===== src/rtl/mem_port_arbiter_pkg.sv =====
//------------------------------------------------------------------------------
// Module : mips_mem_pkg
// Desc   : Shared types for the instruction/data memory port arbiter.
// Rev    : 1.0
//------------------------------------------------------------------------------
`default_nettype none

package mips_mem_pkg;

  localparam int c_STARVE_W = 4;

  typedef enum logic [1:0] {
    IDLE   = 2'd0,
    I_BUSY = 2'd1,
    D_BUSY = 2'd2,
    RESP   = 2'd3
  } arb_state_t;

  typedef enum logic {
    OWN_I = 1'b0,
    OWN_D = 1'b1
  } owner_t;

endpackage

`default_nettype wire


===== src/rtl/mem_port_arbiter_if.sv =====
//------------------------------------------------------------------------------
// Module : mem_port_arbiter_if
// Desc   : Fetch, data and memory-side signals of the shared memory port.
// Rev    : 1.0
//------------------------------------------------------------------------------
`default_nettype none

interface mem_port_arbiter_if #(
  parameter int ADDR_W = 32,
  parameter int DATA_W = 32
);
  logic              i_req;
  logic [ADDR_W-1:0] i_addr;
  logic [DATA_W-1:0] i_rdata;
  logic              i_ready;

  logic              d_req;
  logic              d_we;
  logic [ADDR_W-1:0] d_addr;
  logic [DATA_W-1:0] d_wdata;
  logic [DATA_W-1:0] d_rdata;
  logic              d_ready;

  logic              mem_req;
  logic              mem_we;
  logic [ADDR_W-1:0] mem_addr;
  logic [DATA_W-1:0] mem_wdata;
  logic [DATA_W-1:0] mem_rdata;
  logic              mem_ack;

  // The arbiter side
  modport slave (
    input  i_req, i_addr, d_req, d_we, d_addr, d_wdata, mem_rdata, mem_ack,
    output i_rdata, i_ready, d_rdata, d_ready, mem_req, mem_we, mem_addr, mem_wdata
  );

  // The requester/memory side
  modport master (
    output i_req, i_addr, d_req, d_we, d_addr, d_wdata, mem_rdata, mem_ack,
    input  i_rdata, i_ready, d_rdata, d_ready, mem_req, mem_we, mem_addr, mem_wdata
  );

endinterface

`default_nettype wire


===== src/rtl/mem_port_arbiter_starve_ctr.sv =====
//------------------------------------------------------------------------------
// Module : arb_starve_ctr
// Desc   : Saturating count of data grants made while a fetch is waiting.
// Rev    : 1.0
//------------------------------------------------------------------------------
`default_nettype none

module arb_starve_ctr
  import mips_mem_pkg::*;
#(
  parameter int MAX_VAL = 4
) (
  input  logic clk,
  input  logic rst,
  input  logic i_inc,
  input  logic i_clr,
  output logic o_at_max
);

  localparam logic [c_STARVE_W-1:0] c_MAX = c_STARVE_W'(MAX_VAL);

  logic [c_STARVE_W-1:0] r_count;

  assign o_at_max = (r_count >= c_MAX);

  always_ff @(posedge clk) begin
    if (rst) begin
      r_count <= '0;
    end else if (i_clr) begin
      r_count <= '0;
    end else if (i_inc && !o_at_max) begin
      r_count <= r_count + 1'b1;
    end
  end

endmodule

`default_nettype wire


===== src/rtl/mem_port_arbiter.sv =====
//------------------------------------------------------------------------------
// Module : mem_port_arbiter
// Desc   : Shares one memory port between fetch and data; data has priority,
//          bounded by a starvation counter that guarantees fetch progress.
// Rev    : 1.0
//------------------------------------------------------------------------------
`default_nettype none

module mem_port_arbiter
  import mips_mem_pkg::*;
#(
  parameter int ADDR_W     = 32,
  parameter int DATA_W     = 32,
  parameter int STARVE_MAX = 4
) (
  input  logic               clock,
  input  logic               reset,
  input  logic               enable,
  output logic               busy,
  mem_port_arbiter_if.slave  bus
);

  arb_state_t        r_state;
  arb_state_t        w_state_nxt;
  owner_t            r_owner;
  logic              r_we;
  logic [ADDR_W-1:0] r_addr;
  logic [DATA_W-1:0] r_wdata;
  logic [DATA_W-1:0] r_i_rdata;
  logic [DATA_W-1:0] r_d_rdata;

  logic w_grant_i;
  logic w_grant_d;
  logic w_at_max;
  logic w_starve_inc;
  logic w_starve_clr;
  logic w_in_access;

  assign w_in_access  = (r_state == I_BUSY) || (r_state == D_BUSY);
  assign w_starve_inc = w_grant_d & bus.i_req;
  assign w_starve_clr = w_grant_i | (w_grant_d & ~bus.i_req);

  arb_starve_ctr #(
    .MAX_VAL (STARVE_MAX)
  ) u_starve (
    .clk      (clock),
    .rst      (reset),
    .i_inc    (w_starve_inc),
    .i_clr    (w_starve_clr),
    .o_at_max (w_at_max)
  );

  always_comb begin
    w_state_nxt = r_state;
    w_grant_i   = 1'b0;
    w_grant_d   = 1'b0;
    case (r_state)
      IDLE: begin
        if (enable) begin
          // Data wins unless a waiting fetch has already been passed over STARVE_MAX times
          if (bus.d_req && (!bus.i_req || !w_at_max)) begin
            w_grant_d   = 1'b1;
            w_state_nxt = D_BUSY;
          end else if (bus.i_req) begin
            w_grant_i   = 1'b1;
            w_state_nxt = I_BUSY;
          end
        end
      end
      I_BUSY, D_BUSY: begin
        if (bus.mem_ack) begin
          w_state_nxt = RESP;
        end
      end
      RESP:    w_state_nxt = IDLE;
      default: w_state_nxt = IDLE;
    endcase
  end

  always_ff @(posedge clock) begin
    if (reset) begin
      r_state   <= IDLE;
      r_owner   <= OWN_I;
      r_we      <= 1'b0;
      r_addr    <= '0;
      r_wdata   <= '0;
      r_i_rdata <= '0;
      r_d_rdata <= '0;
    end else begin
      r_state <= w_state_nxt;
      if (w_grant_d) begin
        r_owner <= OWN_D;
        r_we    <= bus.d_we;
        r_addr  <= bus.d_addr;
        r_wdata <= bus.d_wdata;
      end else if (w_grant_i) begin
        r_owner <= OWN_I;
        r_we    <= 1'b0;
        r_addr  <= bus.i_addr;
        r_wdata <= bus.d_wdata;
      end
      if (w_in_access && bus.mem_ack) begin
        if (r_state == D_BUSY) begin
          r_d_rdata <= bus.mem_rdata;
        end else begin
          r_i_rdata <= bus.mem_rdata;
        end
      end
    end
  end

  assign bus.mem_req   = w_in_access;
  assign bus.mem_we    = r_we;
  assign bus.mem_addr  = r_addr;
  assign bus.mem_wdata = r_wdata;
  assign bus.i_rdata   = r_i_rdata;
  assign bus.d_rdata   = r_d_rdata;
  assign bus.i_ready   = (r_state == RESP) && (r_owner == OWN_I);
  assign bus.d_ready   = (r_state == RESP) && (r_owner == OWN_D);
  assign busy          = (r_state != IDLE);

endmodule

`default_nettype wire


===== src/flat_wrapper.sv =====
// flat-port wrapper written by rule: the top's interface ports become plain ports
module mem_port_arbiter_flat import mips_mem_pkg::*;
#(
  parameter int ADDR_W     = 32,
  parameter int DATA_W     = 32,
  parameter int STARVE_MAX = 4
)
  (clock, reset, enable, busy, bus_i_req, bus_i_addr, bus_d_req, bus_d_we, bus_d_addr, bus_d_wdata, bus_mem_rdata, bus_mem_ack, bus_i_rdata, bus_i_ready, bus_d_rdata, bus_d_ready, bus_mem_req, bus_mem_we, bus_mem_addr, bus_mem_wdata);
  mem_port_arbiter_if #(.ADDR_W(ADDR_W), .DATA_W(DATA_W)) bus_i ();
  input  logic clock;
  input  logic reset;
  input  logic enable;
  output logic busy;
  input wire logic [$bits(bus_i.i_req)-1:0] bus_i_req;
  input wire logic [$bits(bus_i.i_addr)-1:0] bus_i_addr;
  input wire logic [$bits(bus_i.d_req)-1:0] bus_d_req;
  input wire logic [$bits(bus_i.d_we)-1:0] bus_d_we;
  input wire logic [$bits(bus_i.d_addr)-1:0] bus_d_addr;
  input wire logic [$bits(bus_i.d_wdata)-1:0] bus_d_wdata;
  input wire logic [$bits(bus_i.mem_rdata)-1:0] bus_mem_rdata;
  input wire logic [$bits(bus_i.mem_ack)-1:0] bus_mem_ack;
  output wire logic [$bits(bus_i.i_rdata)-1:0] bus_i_rdata;
  output wire logic [$bits(bus_i.i_ready)-1:0] bus_i_ready;
  output wire logic [$bits(bus_i.d_rdata)-1:0] bus_d_rdata;
  output wire logic [$bits(bus_i.d_ready)-1:0] bus_d_ready;
  output wire logic [$bits(bus_i.mem_req)-1:0] bus_mem_req;
  output wire logic [$bits(bus_i.mem_we)-1:0] bus_mem_we;
  output wire logic [$bits(bus_i.mem_addr)-1:0] bus_mem_addr;
  output wire logic [$bits(bus_i.mem_wdata)-1:0] bus_mem_wdata;
  assign bus_i.i_req = bus_i_req;
  assign bus_i.i_addr = bus_i_addr;
  assign bus_i.d_req = bus_d_req;
  assign bus_i.d_we = bus_d_we;
  assign bus_i.d_addr = bus_d_addr;
  assign bus_i.d_wdata = bus_d_wdata;
  assign bus_i.mem_rdata = bus_mem_rdata;
  assign bus_i.mem_ack = bus_mem_ack;
  assign bus_i_rdata = bus_i.i_rdata;
  assign bus_i_ready = bus_i.i_ready;
  assign bus_d_rdata = bus_i.d_rdata;
  assign bus_d_ready = bus_i.d_ready;
  assign bus_mem_req = bus_i.mem_req;
  assign bus_mem_we = bus_i.mem_we;
  assign bus_mem_addr = bus_i.mem_addr;
  assign bus_mem_wdata = bus_i.mem_wdata;
  mem_port_arbiter #(.ADDR_W(ADDR_W), .DATA_W(DATA_W), .STARVE_MAX(STARVE_MAX)) u_core (.clock(clock), .reset(reset), .enable(enable), .busy(busy), .bus(bus_i));
endmodule

===== config.mk =====
export PLATFORM = sky130hd
export DESIGN_NAME = mem_port_arbiter_flat
export DESIGN_NICKNAME = d
export VERILOG_FILES = /design/src/rtl/mem_port_arbiter_pkg.sv /design/src/rtl/mem_port_arbiter_if.sv /design/src/rtl/mem_port_arbiter_starve_ctr.sv /design/src/rtl/mem_port_arbiter.sv /design/src/flat_wrapper.sv
export SDC_FILE = /design/constraint.sdc
export NUM_CORES = 1
export LEC_CHECK = 0
export ABC_AREA = 1
export BUFFER_PORTS_ARGS = -buffer_cell sky130_fd_sc_hd__buf_2
export CAP_MARGIN = 20
export CELL_PAD_IN_SITES_DETAIL_PLACEMENT = 2
export CELL_PAD_IN_SITES_GLOBAL_PLACEMENT = 2
export CORE_MARGIN = 5
export CORE_UTILIZATION = 23
export DETAILED_ROUTE_END_ITERATION = 8
export PLACE_DENSITY_LB_ADDON = 0.2
export SLEW_MARGIN = 20
export SYNTH_ARGS = -nofsm -noshare
export SYNTH_HDL_FRONTEND = slang
export SYNTH_SLANG_ARGS = --single-unit

===== constraint.sdc =====
create_clock -name clock -period 2.15 [get_ports clock]
set_clock_uncertainty 0.15 [all_clocks]
set_input_delay 0.1075 -clock clock [delete_from_list [all_inputs] [get_ports clock]]
set_output_delay 0.1075 -clock clock [all_outputs]
set_load 0.02 [all_outputs]

Word-level counts from Yosys, hierarchy flattened
Index checks and enable logic that the tools add are counted.

operators by class
  add/sub/neg operators = 1
  order comparisons = 1
  equal/unequal tests = 6
  multiplexer cells = 19
  bitwise logic cells = 6
  reductions and logical operators = 17

operator list
  operator             number
  $mux 32              4
  $mux 1               10
  $mux 2               4
  $pmux 2 s3           1
  $logic_and 1x1->1    5
  $add 4x1->4 const B  1
  $eq 2x2->1 const B   2
  $ge 4x3->1 const B   1
  $ne 2x2->1 const B   2
  $reduce_and 2->1     2
  $reduce_bool 2->1    2
  $reduce_or 2->1      2
  $ne 3x2->1 const B   1
  $not 1->1            3
  $reduce_and 3->1     1
  $and 1x1->1          2
  $eq 2x1->1 const B   1
  $logic_not 1->1      2
  $logic_not 2->1      1
  $logic_or 1x1->1     2
  $or 1x1->1           1

storage, ports and cells
  register bits after elaboration = 136
  input port bits = 135
  output and inout bits = 133
  word-level logic and storage cells = 58

Depth between registers and ports, before layout
Gate-level depths: netlist of the first run.

  depth after elaboration = 10
  gate-level depth with buffers = 9
  depth with buffers taken out = 9

By module
From an unflattened synthesis of the first run, not the netlist that was laid out.

second synthesis, totals
  cell total of the unflattened synthesis = 764
  area, all modules = 5509.0 um2

modules (own cells, without submodules)
  module            instances  cells an instance  area each (um2)  seq. area each (um2)
  mem_port_arbiter  1          741                5325.1           2642.5
  arb_starve_ctr    1          23                 183.9            80.1

Worst setup path before layout of the first run
OpenSTA, ideal clock, no wires.

  kind = reg2reg
  start = register u_core.r_state[1]
  end = register u_core.r_i_rdata[10], in the netlist u_core.bus.i_rdata[10]
  setup time = 0.116 ns
  arrival = 1.559 ns
  data required time = 1.884 ns
  slack = 0.325 ns
  cell stages (with the launch flop) = 9
  buffers on the path = 1
  period minus slack after synthesis = 1.825 ns
  path through = dfxtp_1 > inv_1 > ha_1 > nand2_1 > nor2_1 > inv_1 > buf_2 > nor2_1 > nor2_1

between the ends
  longest elaborated chain between the ends = 4
  elaborated cells on any way between the ends = 6
  those cells by class = eq/ne (2); bitwise (1); reduce/logical (3)

ends and longest elaborated chain
  item                                      line                     RTL
  start: declaration                        mem_port_arbiter.sv:23   arb_state_t r_state;
  start signal: assignment                  mem_port_arbiter.sv:90   r_state <= w_state_nxt;
  $eq 2x1->1 or $eq 2x2->1 (tied branches)  mem_port_arbiter.sv:39   assign w_in_access = (r_state == I_BUSY) || (r_state == D_BUSY);
  $logic_or 1x1->1 (*)                      mem_port_arbiter.sv:39
  net bus_mem_req                           flat_wrapper.sv:26       output wire logic [$bits(bus_i.mem_req)-1:0] bus_mem_req;
  $logic_and 1x1->1 (*)                     mem_port_arbiter.sv:102  if (w_in_access && bus.mem_ack) begin
  $reduce_and 2->1 (no source line) (*)     n/a
  end signal: assignment                    mem_port_arbiter.sv:106  r_i_rdata <= bus.mem_rdata;
  end: declaration                          mem_port_arbiter.sv:29   logic [DATA_W-1:0] r_i_rdata;

The timed path passes the listed nets; every way through them passes the cells marked *.
A chain may end at the register's enable or synchronous reset.

Worst setup path after layout of the first run
  start = register u_core.r_state[0]
  end = register u_core.r_addr[31], in the netlist u_core.bus.mem_addr[31]

between the ends
  longest elaborated chain between the ends = 3
  elaborated cells on any way between the ends = 5
  those cells by class = mux (3); reduce/logical (2)

ends and longest elaborated chain
  item                                          line                    RTL
  $logic_not 2->1 (*)                           mem_port_arbiter.sv:57  case (r_state)
  $mux 1                                        mem_port_arbiter.sv:57
  $mux 32 or $reduce_bool 2->1 (tied branches)  n/a
  end signal: assignment                        mem_port_arbiter.sv:94  r_addr <= bus.d_addr;
  end signal: assignment                        mem_port_arbiter.sv:99  r_addr <= bus.i_addr;
  end: declaration                              mem_port_arbiter.sv:27  logic [ADDR_W-1:0] r_addr;

Mark *: on every way between the ends. The rest lies on a longest branch, timed or not.

==> results of run 1 <==
==> worst min-delay path, delay by kind of cell <==
family	cells	cell delay (ns)
simple gates	3	0.31
buf+inv	1	0.12
==> registers in the layout (all words and copies together) (netlist names) <==
register / flops
u_core.bus.mem_addr: 32
u_core.r_owner: 1
u_core.u_starve.r_count: 4
u_core.bus.mem_we: 1
u_core.bus.d_rdata: 32
u_core.bus.mem_wdata: 32
u_core.r_state: 2
u_core.bus.i_rdata: 32
==> cells by family (layout without fill, tap and decap cells) <==
logic type / after synthesis / count (layout) / share of synthesized area
flops: 136 / 136 / 0.529
buf+inv: 66 / 465 / 0.0596
simple gates: 257 / 257 / 0.200
compound gates: 203 / 203 / 0.199
fa+ha+maj: 5 / 5 / 0.0122
other cells: 0 / 1 / 0
==> final cells by class <==
| class | instances | area share |
|---|---|---|
| Clock inverter | 9 | 0.0131 |
| Timing Repair Buffer | 417 | 0.326 |
| Inverter | 16 | 0.00720 |
| Clock buffer | 23 | 0.0561 |
| Antenna cell | 1 | 0.000288 |
| Sequential cell | 136 | 0.313 |
| Multi-Input combinational cell | 465 | 0.244 |
| Tap cell | 280 | 0.0403 |
==> cell usage in the layout (no fill, tap or decap), drive strengths merged, types with 2 or more instances in the layout <==
master,count
buf,285
nor2,139
dfxtp,136
dlygate4sd3,132
a21oi,102
o21ai,99
nand2,80
nand3,36
clkbuf,23
inv,18
ha,5
clkinvlp,3
bufinv,2
clkinv,2
==> layer usage <==
layer / vias up / track usage / wire (um)
li1: 2976 / - / -
met1: 2963 / 0.222 / 10100
met2: 193 / 0.334 / 12200
met3: 22 / 0.0606 / 1660
met4: 0 / 0.0492 / 358
met5: - / 0 / 0
==> timing repair <==
item	CTS	global route
resized for setup	0	2
endpoints found under the setup margin	0	3
endpoints found under the hold margin	131	0
hold buffers	132	0
==> how the worst max path moves through the flow <==
stage,from,slack (ns),depth (start not counted),end
floorplan,u_core.r_state[1]$_SDFFE_PP0P_,0.33,8,u_core.bus.i_rdata[10]$_SDFFE_PP0P_
global placement,u_core.r_state[0]$_SDFFE_PP0P_,0.23,8,u_core.bus.mem_wdata[29]$_SDFFE_PP0P_
detailed placement,u_core.r_state[0]$_SDFFE_PP0P_,0.19,8,u_core.bus.mem_wdata[22]$_SDFFE_PP0P_
CTS,u_core.r_state[0]$_SDFFE_PP0P_,0.18,8,u_core.bus.mem_wdata[14]$_SDFFE_PP0P_
global route,u_core.r_state[1]$_SDFFE_PP0P_,0.06,8,u_core.bus.i_rdata[20]$_SDFFE_PP0P_
finish,u_core.r_state[0]$_SDFFE_PP0P_,0.18,8,u_core.bus.mem_addr[31]$_SDFFE_PP0P_
==> power by group through the flow <==
stage               Combinational [mW]  Clock, mW  Sequential (mW)
floorplan                         1.33          0             3.91
global placement                  3.13          0             3.32
detailed placement                3.16          0             3.33
CTS                               3.37       3.12             3.29
global route                      3.72       3.21             3.35
finish                            3.37       3.00             3.29
==> per-stage QoR <==
step / setup slack [ns] / power (mW)
CTS: 0.180 / 9.78
detailed placement: 0.193 / 6.48
global route: 0.0598 / 10.3
global placement: 0.225 / 6.45
floorplan: 0.325 / 5.24
finish: 0.183 / 9.66
==> reports/qor.txt, run 1 <==
CELLS AND AREA
---------------------------------------------------------------------------------
Total of fill cells in the finished design                                   2507
Non-Filler Instances                                                         1347
Layout Area Growth over Synthesis                                           69.0%
Design Area, Final                                                       8690 um2
Total area of sequential cells                                           2720 um2
Layout cell share with drive strength beyond 1                              0.302
Area taken by multi-input logic gates                                    2120 um2
Post-layout nets                                                             1193
Utilization after layout                                                    0.397

CLOCK TREE
---------------------------------------------------------------------------------
Reg clk slew, reported paths                                              0.06 ns
Max H-tree Level                                                                4
Bufs on Longest Clock Path                                                      2
Number of buffers added for setup after CTS                                     0
Number of clock sinks                                                         136
Clock latency of the later-clocked register in the worst-skew pair        0.41 ns
Inserted Clock Buffers                                                         17
Clock Root Buffer                                                       clkbuf_16
TritonCTS clock tree                                                          yes

LOGIC SYNTHESIS
---------------------------------------------------------------------------------
Total standard cell area after synthesis                                 5140 um2
Dominant cell type by area after synthesis                                dfxtp_1
Avg Cell Area, Syn                                                       7.71 um2
Post-Syn Instances                                                            667
Fraction of post-synthesis cell area in the top cell type by area           0.529
Async set-reset flop share out of synthesis                                     0
Most frequently used cell type in the post-synthesis netlist               nor2_1
Sequential share of the synthesized area                                    0.529
Top flip-flop cell by instance count after synthesis                      dfxtp_1
Synthesized netlist net count                                                 807
EDFF count, synth                                                               0
Number of different library cells in the post-synthesis netlist                21
Number of warnings reported in the yosys synthesis log                          0
Flop and latch count out of synthesis                                         136
Commonest cells in the netlist                                       nor2_1, dfxtp_1, a21oi_1
Cells taking the most area after synthesis                           dfxtp_1, nor2_1, a21oi_1, o21ai_0, nand2_1

SETUP PATH
---------------------------------------------------------------------------------
Startpoint type of the worst setup path                                 flip-flop
Endpoint of the lowest-slack register-to-register path               u_core.bus.mem_addr[31]$_SDFFE_PP0P_
Stage delay of the slowest cell on the critical path                      0.32 ns
Ordered list of cells on the worst path                              inv_1 -> ha_1 -> nand2_2 -> a21oi_4 -> inv_4 -> buf_12 -> a21oi_1 -> a21oi_1
Master of the slowest instance on the critical path                       dfxtp_1
Nature of the critical path endpoint                                    flip-flop
Category of the critical setup timing path                           flip-flop to flip-flop
Largest fanout on the critical path                                            25
Top cell family by delay on the critical path                        compound AO/OA/AOI/OAI gates
Total buffers and inverters traversed by the critical path                      3
Data arrival time of the worst path                                       2.10 ns
Worst path most repeated cell                                             a21oi_1
Depth of the worst register-to-register path                                    8
Setup slack on the worst flop-to-flop path                                0.18 ns
R2R Path Start                                                       u_core.r_state[0]$_SDFFE_PP0P_
CP Data Required Time                                                     2.28 ns

TIMING
---------------------------------------------------------------------------------
Final number of hold-violating endpoints                                        0
Unrepaired setup endpoints after global routing                                no
Post-Route Setup TNS                                                         0 ns
Final slew viol count                                                           0
Slew at the pin closest to its max-slew limit                            0.405 ns
Post-route fraction of the period consumed by the critical path             0.915
Worst-case headroom to the max-slew limit                                   0.730
Shortest clock period the worst path allows after layout                  1.97 ns
Setup violation total in the final timing report                                0
Max Clk Rate                                                              508 MHz
Worst Hold Margin                                                       0.0103 ns

POWER
---------------------------------------------------------------------------------
IR drop worst, VDD                                                         500 uV
Reported net switching power                                              3.67 mW
Sw Ratio                                                                    0.380
Ratio of total power to cell area                                     1110 nW/um2
Combinational power share                                                   0.348
Reg power frac                                                              0.340
Internal power                                                            5.99 mW
Leakage power figure                                                      4.11 nW
Clock network fraction of total power                                       0.311

PLACE
---------------------------------------------------------------------------------
HPWL after detailed placement                                            15300 um
Final GP Congestion                                                         0.732
Post-Place Cells                                                             1182
Port Buf Inserts                                                              267
Placement-stage cell area                                                6770 um2

DETAILED ROUTING
---------------------------------------------------------------------------------
WL per Instance                                                           18.1 um
Number of nets with antenna violations after routing                            0
Vias after detailed routing                                                  6154
Routed WL                                                                24400 um
Via density per instance                                                     4.57
1st-iter DRT viols                                                            218
Initial DRT Pass Iterations                                                     4
DRC violation count after routing                                               0

GLOBAL ROUTING
---------------------------------------------------------------------------------
Number of global-route vias before repair                                    6968
Grt ovf                                                                         0
Global-route wire length before repair                                   39400 um
Largest net degree at the start of global routing                              65
Number of antenna violations at the first check in global routing               1
Overall fraction of global-route tracks in use                              0.189

MIN PATH
---------------------------------------------------------------------------------
HP Class                                                             input pin to flip-flop
Number of cells on the worst hold path                                          4
Hold path startpoint                                                       enable
Hold endpoint                                                        u_core.u_starve.r_count[2]$_SDFFE_PP0P_

STATUS
---------------------------------------------------------------------------------
Outcome                                                                 completed

DIE
---------------------------------------------------------------------------------
Placeable core region                                                   21900 um2
X dimension of the die                                                     160 um
Num rows                                                                       54
Effective utilization at floorplan                                          0.235
Area of the die                                                         25500 um2
Io pins                                                                       268
Floorplan die height                                                       160 um

FLOW RUN
---------------------------------------------------------------------------------
Number of maximum-capacitance constraint violations                             0

(Power assumes the default switching activity.)
==> run 2, diff against run 1 <==
Settings changed: RECOVER_POWER set to 50.
==> reports/qor.txt, run 2 (same netlist as run 1, synthesis figures left out) <==
TIMING
---------------------------------------------------------------------------------
Worst-case headroom to the max-slew limit                                   0.721   -0.00921
Unrepaired setup endpoints after global routing                                no
Slew at the pin closest to its max-slew limit                            0.418 ns   +0.0138 ns
Final slew viol count                                                           0   unchanged
Setup violation total in the final timing report                                0   unchanged
Worst Hold Margin                                                       0.0105 ns   +0.000179 ns
Post-Route Setup TNS                                                         0 ns   unchanged
Final number of hold-violating endpoints                                        0   unchanged
Shortest clock period the worst path allows after layout                  1.97 ns   +0.00322 ns
Post-route fraction of the period consumed by the critical path             0.916   +0.00150
Max Clk Rate                                                              508 MHz   -0.16%

CLOCK TREE
---------------------------------------------------------------------------------
Number of buffers added for setup after CTS                                     0   unchanged
Clock latency of the later-clocked register in the worst-skew pair        0.41 ns   about the same
Reg clk slew, reported paths                                              0.06 ns   about the same
Bufs on Longest Clock Path                                                      2   unchanged
Inserted Clock Buffers                                                         17   unchanged
Clock Root Buffer                                                       clkbuf_16
Number of clock sinks                                                         136   unchanged
TritonCTS clock tree                                                          yes
Max H-tree Level                                                                4   unchanged

STATUS
---------------------------------------------------------------------------------
Outcome                                                                 completed

DIE
---------------------------------------------------------------------------------
Io pins                                                                       268   unchanged
Effective utilization at floorplan                                          0.235   unchanged
Floorplan die height                                                       160 um   unchanged
X dimension of the die                                                     160 um   unchanged
Num rows                                                                       54   unchanged
Placeable core region                                                   21900 um2   unchanged
Area of the die                                                         25500 um2   unchanged

FLOW RUN
---------------------------------------------------------------------------------
Number of maximum-capacitance constraint violations                             0   unchanged

POWER
---------------------------------------------------------------------------------
IR drop worst, VDD                                                         500 uV   about the same
Reg power frac                                                              0.347   +0.007
Ratio of total power to cell area                                     1120 nW/um2   +0.60%
Sw Ratio                                                                    0.386   +0.00649
Reported net switching power                                              3.68 mW   +0.36%
Leakage power figure                                                      3.57 nW   -13%
Combinational power share                                                   0.338   -0.010
Clock network fraction of total power                                       0.315   +0.004
Internal power                                                            5.85 mW   -2.4%
Final Total Pwr                                                           9.53 mW   -1.3%

SETUP PATH
---------------------------------------------------------------------------------
Depth of the worst register-to-register path                                    8   unchanged
CP Data Required Time                                                     2.28 ns   about the same
Setup slack on the worst flop-to-flop path                                0.18 ns   about the same
Nature of the critical path endpoint                                    flip-flop
Crit path launch                                                     u_core.r_state[0]$_SDFFE_PP0P_
R2R Path Start                                                       u_core.r_state[0]$_SDFFE_PP0P_
Ordered list of cells on the worst path                              inv_1 -> ha_1 -> nand2_2 -> a21oi_4 -> inv_4 -> buf_12 -> a21oi_1 -> a21oi_1
Worst path most repeated cell                                             a21oi_1
Data arrival time of the worst path                                       2.10 ns   about the same
Master of the slowest instance on the critical path                       dfxtp_1
CP Capture Point                                                     u_core.bus.mem_addr[31]$_SDFFE_PP0P_
Category of the critical setup timing path                           flip-flop to flip-flop
Stage delay of the slowest cell on the critical path                      0.32 ns   about the same
Largest fanout on the critical path                                            25   unchanged
Endpoint of the lowest-slack register-to-register path               u_core.bus.mem_addr[31]$_SDFFE_PP0P_
Startpoint type of the worst setup path                                 flip-flop

CELLS AND AREA
---------------------------------------------------------------------------------
Utilization after layout                                                    0.390   -0.00760
Leading cell type in the layout, fill and taps excluded                    nor2_1
Non-Filler Instances                                                         1347   unchanged
Total of fill cells in the finished design                                   2569   +2.5%
Top library cells by usage in the layout, fill and taps aside        nor2_1, dfxtp_1, clkbuf_1
Layout cell share with drive strength beyond 1                              0.177   -0.125
Layout Area Growth over Synthesis                                           65.8%
Post-layout nets                                                             1193   unchanged

DETAILED ROUTING
---------------------------------------------------------------------------------
Routed WL                                                                24400 um   about the same
1st-iter DRT viols                                                            220   +0.92%
WL per Instance                                                           18.1 um   about the same
Number of nets with antenna violations after routing                            0   unchanged
Initial DRT Pass Iterations                                                     4   unchanged
Vias after detailed routing                                                  6151   -0.049%
DRC violation count after routing                                               0   unchanged
Via density per instance                                                     4.57   about the same

GLOBAL ROUTING
---------------------------------------------------------------------------------
Number of global-route vias before repair                                    6968   unchanged
Largest net degree at the start of global routing                              65   unchanged
Number of antenna violations at the first check in global routing               1   unchanged
Overall fraction of global-route tracks in use                              0.189   unchanged
Global-route wire length before repair                                   39400 um   unchanged
Grt ovf                                                                         0   unchanged

PLACE
---------------------------------------------------------------------------------
Post-Place Cells                                                             1182   unchanged
Final GP Congestion                                                         0.732   unchanged
HPWL after detailed placement                                            15300 um   unchanged
Port Buf Inserts                                                              267   unchanged

MIN PATH
---------------------------------------------------------------------------------
Hold path startpoint                                                       enable
HP Class                                                             input pin to flip-flop

==> run 2: cell types whose count changed in the layout (fill, tap and decap cells not counted) <==
cell      change
buf_2       -133
clkbuf_1    +133
==> run 2: worst min path at each step <==
| stage | endpoint | slack, ns | cells after the start |
|---|---|---|---|
| global placement | u_core.bus.mem_wdata[17]$_SDFFE_PP0P_ | 0.18 | 3 |
| floorplan | u_core.bus.i_rdata[4]$_SDFFE_PP0P_ | 0.09 | 2 |
| finish | u_core.u_starve.r_count[2]$_SDFFE_PP0P_ | 0.01 | 4 |
| detailed placement | u_core.bus.mem_wdata[20]$_SDFFE_PP0P_ | 0.19 | 3 |
| CTS | u_core.u_starve.r_count[2]$_SDFFE_PP0P_ | 0.005 | 4 |
| global route | u_core.u_starve.r_count[2]$_SDFFE_PP0P_ | 0.05 | 4 |
==> run 2: routing by layer <==
layer  track usage  vias up  share of wire
met1         0.222     2963           0.42
met2         0.334      187           0.50
met3        0.0606       23          0.065
li1              -     2978              -
met4        0.0492        0          0.015
met5             0        -              0
==> run 2: through the flow <==
| step | worst slack [ns] | instance area (um2) |
|---|---|---|
| 6_report | 0.180 | 8530 |
| 5_1_grt | 0.0551 | 8530 |
| 4_1_cts | 0.180 | 8690 |
| 3_5_place_dp | 0.193 | 6770 |
| 2_1_floorplan | 0.325 | 5140 |
| 3_3_place_gp | 0.225 | 6770 |
==> run 2: critical path: cells and delay by family (launching register included) <==
| family | cells | cell delay, ns |
|---|---|---|
| compound gates | 3 | 0.55 |
| buf+inv | 3 | 0.43 |
| flops | 1 | 0.32 |
| fa+ha+maj | 1 | 0.25 |
| simple gates | 1 | 0.13 |
==> run 2: timing repair <==
item	CTS	global route
setup endpoints to repair	0	3
hold buffers	132	0
hold endpoints to repair	131	0
gates resized for setup	0	2
==> run 2: area by class of cell <==
cell class	instances	area, um2	share of cell area
Inverter	16	62.6	0.00734
Timing Repair Buffer	417	2660	0.312
Tap cell	280	350	0.0411
Clock buffer	23	488	0.0572
Antenna cell	1	2.50	0.000293
Clock inverter	9	114	0.0134
Sequential cell	136	2720	0.319
Multi-Input combinational cell	465	2120	0.249
==> run 2: power groups by stage <==
stage | Clock, mW | Sequential [mW] | Combinational (mW)
floorplan | 0 | 3.91 | 1.33
global placement | 0 | 3.32 | 3.13
detailed placement | 0 | 3.33 | 3.16
CTS | 3.12 | 3.29 | 3.37
global route | 3.21 | 3.37 | 3.58
finish | 3.01 | 3.30 | 3.22
